File: src/rtl/voice_allocator_if.sv
// voice_allocator_if: note-on handshake and note-off strobe between the
// event source (master) and the voice allocator (slave).
//   note_on_valid/ready : note-on handshake, accepted on valid && ready
//   note_on_note/vel    : note number and velocity of the note-on
//   note_off_valid      : note-off strobe, always accepted
//   note_off_note       : note number of the note-off
interface voice_allocator_if #(
  parameter int NOTE_W = 7,
  parameter int VEL_W  = 7
);
  logic              note_on_valid;
  logic              note_on_ready;
  logic [NOTE_W-1:0] note_on_note;
  logic [VEL_W-1:0]  note_on_vel;
  logic              note_off_valid;
  logic [NOTE_W-1:0] note_off_note;

  modport master (
    output note_on_valid, note_on_note, note_on_vel, note_off_valid, note_off_note,
    input  note_on_ready
  );

  modport slave (
    input  note_on_valid, note_on_note, note_on_vel, note_off_valid, note_off_note,
    output note_on_ready
  );
endinterface

File: src/rtl/voice_allocator.sv
// voice_allocator: assigns note-on events to voices and tracks each voice
// through FREE -> ACTIVE -> RELEASING -> FREE. A note-on is scanned over all
// voices one per cycle, then committed in a single ASSIGN cycle. When no voice
// is free it steals: retrigger same note > free > oldest releasing > oldest active.
// Ports:
//   clk, rst          : clock, async active-high reset
//   bus (slave)       : note-on handshake and note-off strobe
//   release_done      : per-voice envelope release finished
//   voice_enable      : voice not FREE
//   voice_gate        : voice ACTIVE (key held)
//   voice_trigger     : one-cycle pulse on (re)assignment
//   voice_note/vel    : per-voice assigned note and velocity
//   num_enabled       : registered count of non-FREE voices
`ifndef N_OSCILLATORS
`define N_OSCILLATORS 4
`endif

module voice_allocator #(
  parameter int N_VOICES = `N_OSCILLATORS,
  parameter int NOTE_W   = 7,
  parameter int VEL_W    = 7,
  parameter int AGE_W    = 8
) (
  input  logic                             clk,
  input  logic                             rst,
  voice_allocator_if.slave                 bus,
  input  logic [N_VOICES-1:0]              release_done,
  output logic [N_VOICES-1:0]              voice_enable,
  output logic [N_VOICES-1:0]              voice_gate,
  output logic [N_VOICES-1:0]              voice_trigger,
  output logic [N_VOICES-1:0][NOTE_W-1:0]  voice_note,
  output logic [N_VOICES-1:0][VEL_W-1:0]   voice_vel,
  output logic signed [31:0]               num_enabled
);
  localparam int IDX_W = (N_VOICES > 1) ? $clog2(N_VOICES) : 1;
  localparam logic [AGE_W-1:0] AGE_MAX = '1;

  typedef enum logic [1:0] {V_FREE, V_ACTIVE, V_REL} vst_e;
  typedef enum logic [1:0] {S_IDLE, S_SCAN, S_ASSIGN} fsm_e;

  fsm_e                         fsm_q, fsm_d;
  logic [IDX_W-1:0]             scan_q, scan_d, cand_q, cand_d;
  logic [1:0]                   crank_q, crank_d;
  logic [AGE_W-1:0]             cage_q, cage_d;
  logic [NOTE_W-1:0]            req_note_q;
  logic [VEL_W-1:0]             req_vel_q;
  logic signed [31:0]           num_q;

  vst_e                         st [N_VOICES];
  logic [N_VOICES-1:0][AGE_W-1:0] age;

  logic accept;
  vst_e scan_st;
  logic [1:0] rank;
  logic better;

  // Ready is gated by rst so it reads 0 for the whole reset assertion.
  assign bus.note_on_ready = (fsm_q == S_IDLE) && !rst;
  assign accept            = bus.note_on_valid && bus.note_on_ready;
  assign num_enabled       = num_q;

  // Rank of the voice examined this scan cycle: 3 same note, 2 free,
  // 1 releasing, 0 active. Age only breaks ties in the two steal classes;
  // strict compares keep the lowest index on equal terms.
  assign scan_st = st[scan_q];
  always_comb begin
    rank = 2'd0;
    if (scan_st != V_FREE && voice_note[scan_q] == req_note_q) rank = 2'd3;
    else if (scan_st == V_FREE)                                rank = 2'd2;
    else if (scan_st == V_REL)                                 rank = 2'd1;
    better = (scan_q == '0) || (rank > crank_q) ||
             (rank == crank_q && !rank[1] && age[scan_q] > cage_q);
  end

  always_comb begin
    fsm_d   = fsm_q;
    scan_d  = scan_q;
    cand_d  = cand_q;
    crank_d = crank_q;
    cage_d  = cage_q;
    case (fsm_q)
      S_IDLE: if (accept) begin
        fsm_d  = S_SCAN;
        scan_d = '0;
      end
      S_SCAN: begin
        if (better) begin
          cand_d  = scan_q;
          crank_d = rank;
          cage_d  = age[scan_q];
        end
        if (scan_q == IDX_W'(N_VOICES-1)) fsm_d = S_ASSIGN;
        else                              scan_d = scan_q + IDX_W'(1);
      end
      S_ASSIGN: fsm_d = S_IDLE;
      default:  fsm_d = S_IDLE;
    endcase
  end

  always_ff @(posedge clk or posedge rst) begin
    if (rst) begin
      fsm_q      <= S_IDLE;
      scan_q     <= '0;
      cand_q     <= '0;
      crank_q    <= '0;
      cage_q     <= '0;
      req_note_q <= '0;
      req_vel_q  <= '0;
      num_q      <= '0;
    end else begin
      fsm_q   <= fsm_d;
      scan_q  <= scan_d;
      cand_q  <= cand_d;
      crank_q <= crank_d;
      cage_q  <= cage_d;
      num_q   <= $countones(voice_enable);
      if (accept) begin
        req_note_q <= bus.note_on_note;
        req_vel_q  <= bus.note_on_vel;
      end
    end
  end

  for (genvar i = 0; i < N_VOICES; i++) begin : g_voice
    vst_e              st_q, st_d;
    logic [AGE_W-1:0]  age_q, age_d;
    logic [NOTE_W-1:0] note_q, note_d;
    logic [VEL_W-1:0]  vel_q, vel_d;
    logic              trig_q, hit;

    assign hit = (fsm_q == S_ASSIGN) && (cand_q == IDX_W'(i));

    // The assignment overrides any note-off or release_done landing on the
    // candidate in the same cycle.
    always_comb begin
      st_d   = st_q;
      age_d  = age_q;
      note_d = note_q;
      vel_d  = vel_q;
      if (hit) begin
        st_d   = V_ACTIVE;
        age_d  = '0;
        note_d = req_note_q;
        vel_d  = req_vel_q;
      end else begin
        if (fsm_q == S_ASSIGN && st_q != V_FREE && age_q != AGE_MAX)
          age_d = age_q + 1'b1;
        if (bus.note_off_valid && st_q == V_ACTIVE && note_q == bus.note_off_note)
          st_d = V_REL;
        else if (release_done[i] && st_q == V_REL) begin
          st_d  = V_FREE;
          age_d = '0;
        end
      end
    end

    always_ff @(posedge clk or posedge rst) begin
      if (rst) begin
        st_q   <= V_FREE;
        age_q  <= '0;
        note_q <= '0;
        vel_q  <= '0;
        trig_q <= 1'b0;
      end else begin
        st_q   <= st_d;
        age_q  <= age_d;
        note_q <= note_d;
        vel_q  <= vel_d;
        trig_q <= hit;
      end
    end

    assign st[i]            = st_q;
    assign age[i]           = age_q;
    assign voice_enable[i]  = (st_q != V_FREE);
    assign voice_gate[i]    = (st_q == V_ACTIVE);
    assign voice_trigger[i] = trig_q;
    assign voice_note[i]    = note_q;
    assign voice_vel[i]     = vel_q;
  end
endmodule

File: src/flat_wrapper.sv
// flat-port wrapper written by rule: the top's interface ports become plain ports
module voice_allocator_flat 
#(
  parameter int N_VOICES = `N_OSCILLATORS,
  parameter int NOTE_W   = 7,
  parameter int VEL_W    = 7,
  parameter int AGE_W    = 8
)
  (clk, rst, release_done, voice_enable, voice_gate, voice_trigger, voice_note, voice_vel, num_enabled, bus_note_on_valid, bus_note_on_note, bus_note_on_vel, bus_note_off_valid, bus_note_off_note, bus_note_on_ready);
  voice_allocator_if #(.NOTE_W(NOTE_W), .VEL_W(VEL_W)) bus_i ();
  input  logic clk;
  input  logic rst;
  input  logic [N_VOICES-1:0] release_done;
  output logic [N_VOICES-1:0] voice_enable;
  output logic [N_VOICES-1:0] voice_gate;
  output logic [N_VOICES-1:0] voice_trigger;
  output logic [N_VOICES-1:0][NOTE_W-1:0] voice_note;
  output logic [N_VOICES-1:0][VEL_W-1:0] voice_vel;
  output logic signed [31:0] num_enabled;
  input wire logic [$bits(bus_i.note_on_valid)-1:0] bus_note_on_valid;
  input wire logic [$bits(bus_i.note_on_note)-1:0] bus_note_on_note;
  input wire logic [$bits(bus_i.note_on_vel)-1:0] bus_note_on_vel;
  input wire logic [$bits(bus_i.note_off_valid)-1:0] bus_note_off_valid;
  input wire logic [$bits(bus_i.note_off_note)-1:0] bus_note_off_note;
  output wire logic [$bits(bus_i.note_on_ready)-1:0] bus_note_on_ready;
  assign bus_i.note_on_valid = bus_note_on_valid;
  assign bus_i.note_on_note = bus_note_on_note;
  assign bus_i.note_on_vel = bus_note_on_vel;
  assign bus_i.note_off_valid = bus_note_off_valid;
  assign bus_i.note_off_note = bus_note_off_note;
  assign bus_note_on_ready = bus_i.note_on_ready;
  voice_allocator #(.N_VOICES(N_VOICES), .NOTE_W(NOTE_W), .VEL_W(VEL_W), .AGE_W(AGE_W)) u_core (.clk(clk), .rst(rst), .bus(bus_i), .release_done(release_done), .voice_enable(voice_enable), .voice_gate(voice_gate), .voice_trigger(voice_trigger), .voice_note(voice_note), .voice_vel(voice_vel), .num_enabled(num_enabled));
endmodule
File: config.mk
export PLATFORM = sky130hd
export DESIGN_NAME = voice_allocator_flat
export DESIGN_NICKNAME = d
export VERILOG_FILES = /design/src/rtl/voice_allocator_if.sv /design/src/rtl/voice_allocator.sv /design/src/flat_wrapper.sv
export SDC_FILE = /design/constraint.sdc
export NUM_CORES = 1
export LEC_CHECK = 0
export ABC_AREA = 1
export ABC_CLOCK_PERIOD_IN_PS = 7800
export CAP_MARGIN = 10
export CORE_MARGIN = 1.5
export CORE_UTILIZATION = 57
export CTS_BUF_LIST = sky130_fd_sc_hd__clkbuf_16
export DETAILED_ROUTE_END_ITERATION = 16
export PLACE_DENSITY_LB_ADDON = 0.1
export SYNTH_ARGS = -nofsm -noshare
export SYNTH_HDL_FRONTEND = slang
export SYNTH_SLANG_ARGS = --single-unit
File: constraint.sdc
create_clock -name clk -period 7.8 [get_ports clk]
set_input_delay 1.17 -clock clk [delete_from_list [all_inputs] [get_ports clk]]
set_output_delay 1.17 -clock clk [all_outputs]
set_load 0.01 [all_outputs]
==> flow_summary_export.csv <==
group,metric,value,unit
drt,drc,0,
grt,met3_usage,7.86,%
timing,tns,0,ns
critical_path,critPathCaptureType,"primary output",
synthesis,ys_seq_area_share,47.6,%
critical_path,cp-start-kind,"primary input",
min_path,hp-start,"u_core.fsm_q[1]",
place,dp_hpwl,12200,µm
timing,min_period,3.61,ns
critical_path,critPathArrivalTime,2.44,ns
grt,top_usage_layer,"met2",
timing,tightest_slew,1.17,ns
power,p_sw,0.00128,W
place,dp_cells,1070,
timing,rsz0062_at_grt,"false",
critical_path,r2r_start,"u_core.scan_q[1]",
floorplan,placeableCoreArea,0.0120,mm²
critical_path,worstPathRequired,6.63,ns
timing,finalHoldViolations,0,
layout,fill_cells,929,
critical_path,path_max_fanout,2,
timing,max_freq,277,MHz
drt,avgViaCountPerCell,5.41,
clock_tree,clock_latency,0.41,ns
critical_path,cpMaxStageDelayCell,"clkdlybuf4s50_1",
clock_tree,cts_hold_buf,0,
floorplan,pin_count,130,
critical_path,max_stage_delay,0.59,ns
layout,final_layout_size_suffix_gt1_share,5.76,%
synthesis,yosysUniqueCellTypes,40,
layout,fin_cells,1102,
drt,drt_iter0_markers,462,
power,power_frac_comb,41.4,%
timing,finalSetupViolations,0,
floorplan,fp-row-count,40,
grt,grt_overflow,0,
grt,grt_pass1_wl,28900,µm
grt,grt_pass1_vias,6001,
floorplan,dieArea,0.0129,mm²
clock_tree,numCtsBuffers,17,
job,cap_violations,0,
grt,grt_max_degree,72,
place,place_congestion,0.879,
clock_tree,cts_setup_buffers,0,
place,place_ws,4.19,ns
synthesis,syn-cell-area,0.00699,mm²
timing,relSlewSlack,21.9,%
synthesis,ys_ff_latch,133,
grt,antenna_found_initial,1,
grt,grt_use_met1,35.4,%
clock_tree,clock_sinks,133,
timing,setup_slack,4.19,ns
grt,grt_use_total,28.7,%
clock_tree,cts_max_level,4,
clock_tree,clk_pin_slew_worst_paths,0.06,ns
power,pwr_density_cell,385,mW/mm²
drt,routedWlPerCell,16.0,µm
floorplan,die_x,114,µm
timing,clock_skew,0.00942,ns
critical_path,crit_top_cell,"clkdlybuf4s50_1",
synthesis,syn-mean-instance-area,8.18,µm²
synthesis,yosys_warnings,0,
drt,ant_nets,0,
outcome,status,"finished, final reports clean",
drt,vias,5965,
critical_path,path_cells,"clkdlybuf4s50_1 -> nor3_1 -> clkdlybuf4s50_1",
clock_tree,cts_tree,"yes",
power,swShare,39.3,%
power,peakVddDrop,254,µV
layout,synthToLayoutAreaGrowth,21.5,%
power,p_int,0.00199,W
grt,use_met2,48.2,%
power,p_seq_share,34.2,%
critical_path,path_class,"in -> out",
power,power_frac_clock,24.3,%
min_path,min_path_type,"reg -> reg",
drt,first_pass_iters,7,
power,leakagePower,4.17,nW
clock_tree,cts-resized-gates,0,
layout,layout.nets,991,
clock_tree,cts_buffer_depth,2,
floorplan,start_util,58.4,%
floorplan,die_h,114,µm
place,portBuffers,100,
synthesis,synthCells,854,
timing,min_period_over_period,46.2,%
critical_path,crit_start,"rst",
timing,report.final.slew_viol_count,0,
layout,antenna_cells,0,
drt,routed_wl,17600,µm
clock_tree,clock-root-buffer,"clkbuf_16",
-- Yosys cell counts --
cell type	count	area share, %
clkbuf_1	21	1.1
inv_4	1	0.090
nand2_2	12	1.1
inv_2	1	0.054
a21boi_0	1	0.11
xor2_1	21	2.6
buf_4	35	3.8
dfrtp_1	133	48
o21ai_0	78	5.6
or2_2	5	0.45
conb_1	1	0.054
buf_12	1	0.29
nand2_4	1	0.16
nor2_1	75	4.0
inv_1	85	4.6
or3_1	1	0.090
ha_1	19	3.4
a221oi_1	1	0.13
nand4_1	9	0.81
and3_1	2	0.18
nor3_1	30	2.1
fa_1	1	0.29
a32oi_1	1	0.13
a211oi_1	2	0.21
buf_2	3	0.21
nand2_1	176	9.5
nor3b_1	1	0.11
xnor2_1	11	1.4
o21bai_1	3	0.32
o21a_1	1	0.11
buf_6	3	0.48
nor4_1	2	0.18
a31oi_1	2	0.18
o22ai_1	6	0.54
nand3_2	1	0.14
nor2_2	1	0.090
nand3b_1	2	0.21
nor4b_1	1	0.13
nand3_1	60	4.3
a21oi_1	44	3.2
-- area by class of cell --
type / instances / area [µm²] / share of cell area (%)
multi-input cells: 599 / 3020 / 35.6
flip-flops and latches: 133 / 3330 / 39.2
repair buffers: 104 / 1030 / 12.1
clock inverters: 15 / 166 / 1.96
inverters: 87 / 332 / 3.91
well taps: 147 / 184 / 2.17
clock buffers: 17 / 425 / 5.01
-- power groups by stage --
stage	clock, W	sequential, W	combinational (W)
after CTS	0.000801	0.00112	0.00136
final	0.000796	0.00112	0.00135
after floorplan	0	0.00112	0.000866
after global placement	0	0.00112	0.00129
after global routing	0.000831	0.00115	0.00153
after detailed placement	0	0.00112	0.00135
-- cells by family (layout without fill, tap and decap cells) --
kind of cell	Yosys count	in the layout	share of synthesized area, %
simple gates	379	379	23.6
buf+inv	150	223	10.6
xor+xnor	32	32	4.01
fa+ha+maj	20	20	3.69
flops	133	133	47.6
compound gates	139	139	10.5
other cells	1	29	0.0537
-- worst paths after layout --
check                           slack (ns)  depth (start not counted)                        end
worst max-delay path                  4.19                          3          bus_note_on_ready
max in group asynchronous             5.14                          3  u_core.g_voice[3].st_q[1]
worst min register to register        0.48                          1            u_core.fsm_q[1]
worst min-delay path                  0.48                          1            u_core.fsm_q[1]
worst max register to register        4.27                         17           u_core.cage_q[5]
min in group asynchronous             1.33                          2            u_core.fsm_q[1]
-- worst max-delay path, delay by kind of cell --
| kind | cells | cell delay [ns] |
|---|---|---|
| and+or+nand+nor | 1 | 0.22 |
| buffers and inverters | 2 | 1.05 |
-- stage by stage --
step           hold WS [ns]  total power, W  cell area (µm²)  utilization (%)
2_1_floorplan         0.442         0.00198             7090                -
3_3_place_gp          0.454         0.00240             7900             66.0
3_5_place_dp          0.471         0.00247             7900             66.0
4_1_cts               0.484         0.00328             8490             71.0
5_1_grt               0.508         0.00350             8490             71.0
6_report              0.484         0.00327             8490             71.0
-- placed cells by master (no fill, tap or decap), types with 2 or more instances in the layout --
master and count:
a211oi_1 2, a21oi_1 44, a31oi_1 2, and3_1 2
buf_4 4, bufinv_16 3, clkbuf_16 17, clkdlybuf4s50_1 100
clkinv_4 2, clkinvlp_4 4, conb_1 29, dfrtp_1 133
ha_1 19, inv_1 87, inv_4 2, nand2_1 176
nand2_2 12, nand3_1 60, nand3b_1 2, nand4_1 9
nor2_1 75, nor3_1 30, nor4_1 2, o21ai_0 78
o21bai_1 3, o22ai_1 6, or2_2 5, xnor2_1 11
xor2_1 21
-- sequential cells by signal, summed over array words and instances (netlist names), 3 cells and up --
register / flops
u_core.g_voice.age_q: 32
u_core.g_voice.note_q: 28
u_core.g_voice.vel_q: 28
u_core.cage_q: 8
u_core.g_voice.st_q: 8
u_core.req_note_q: 7
u_core.req_vel_q: 7
u_core.g_voice.trig_q: 4
u_core.num_enabled: 3
-- layer usage --
metal | part of all wire [%] | routed length [µm]
met1 | 42 | 7440
met2 | 49 | 8590
met3 | 6.2 | 1100
met4 | 2.7 | 469
met5 | 0.091 | 16
No activity file was read; power rests on OpenSTA's default activity.
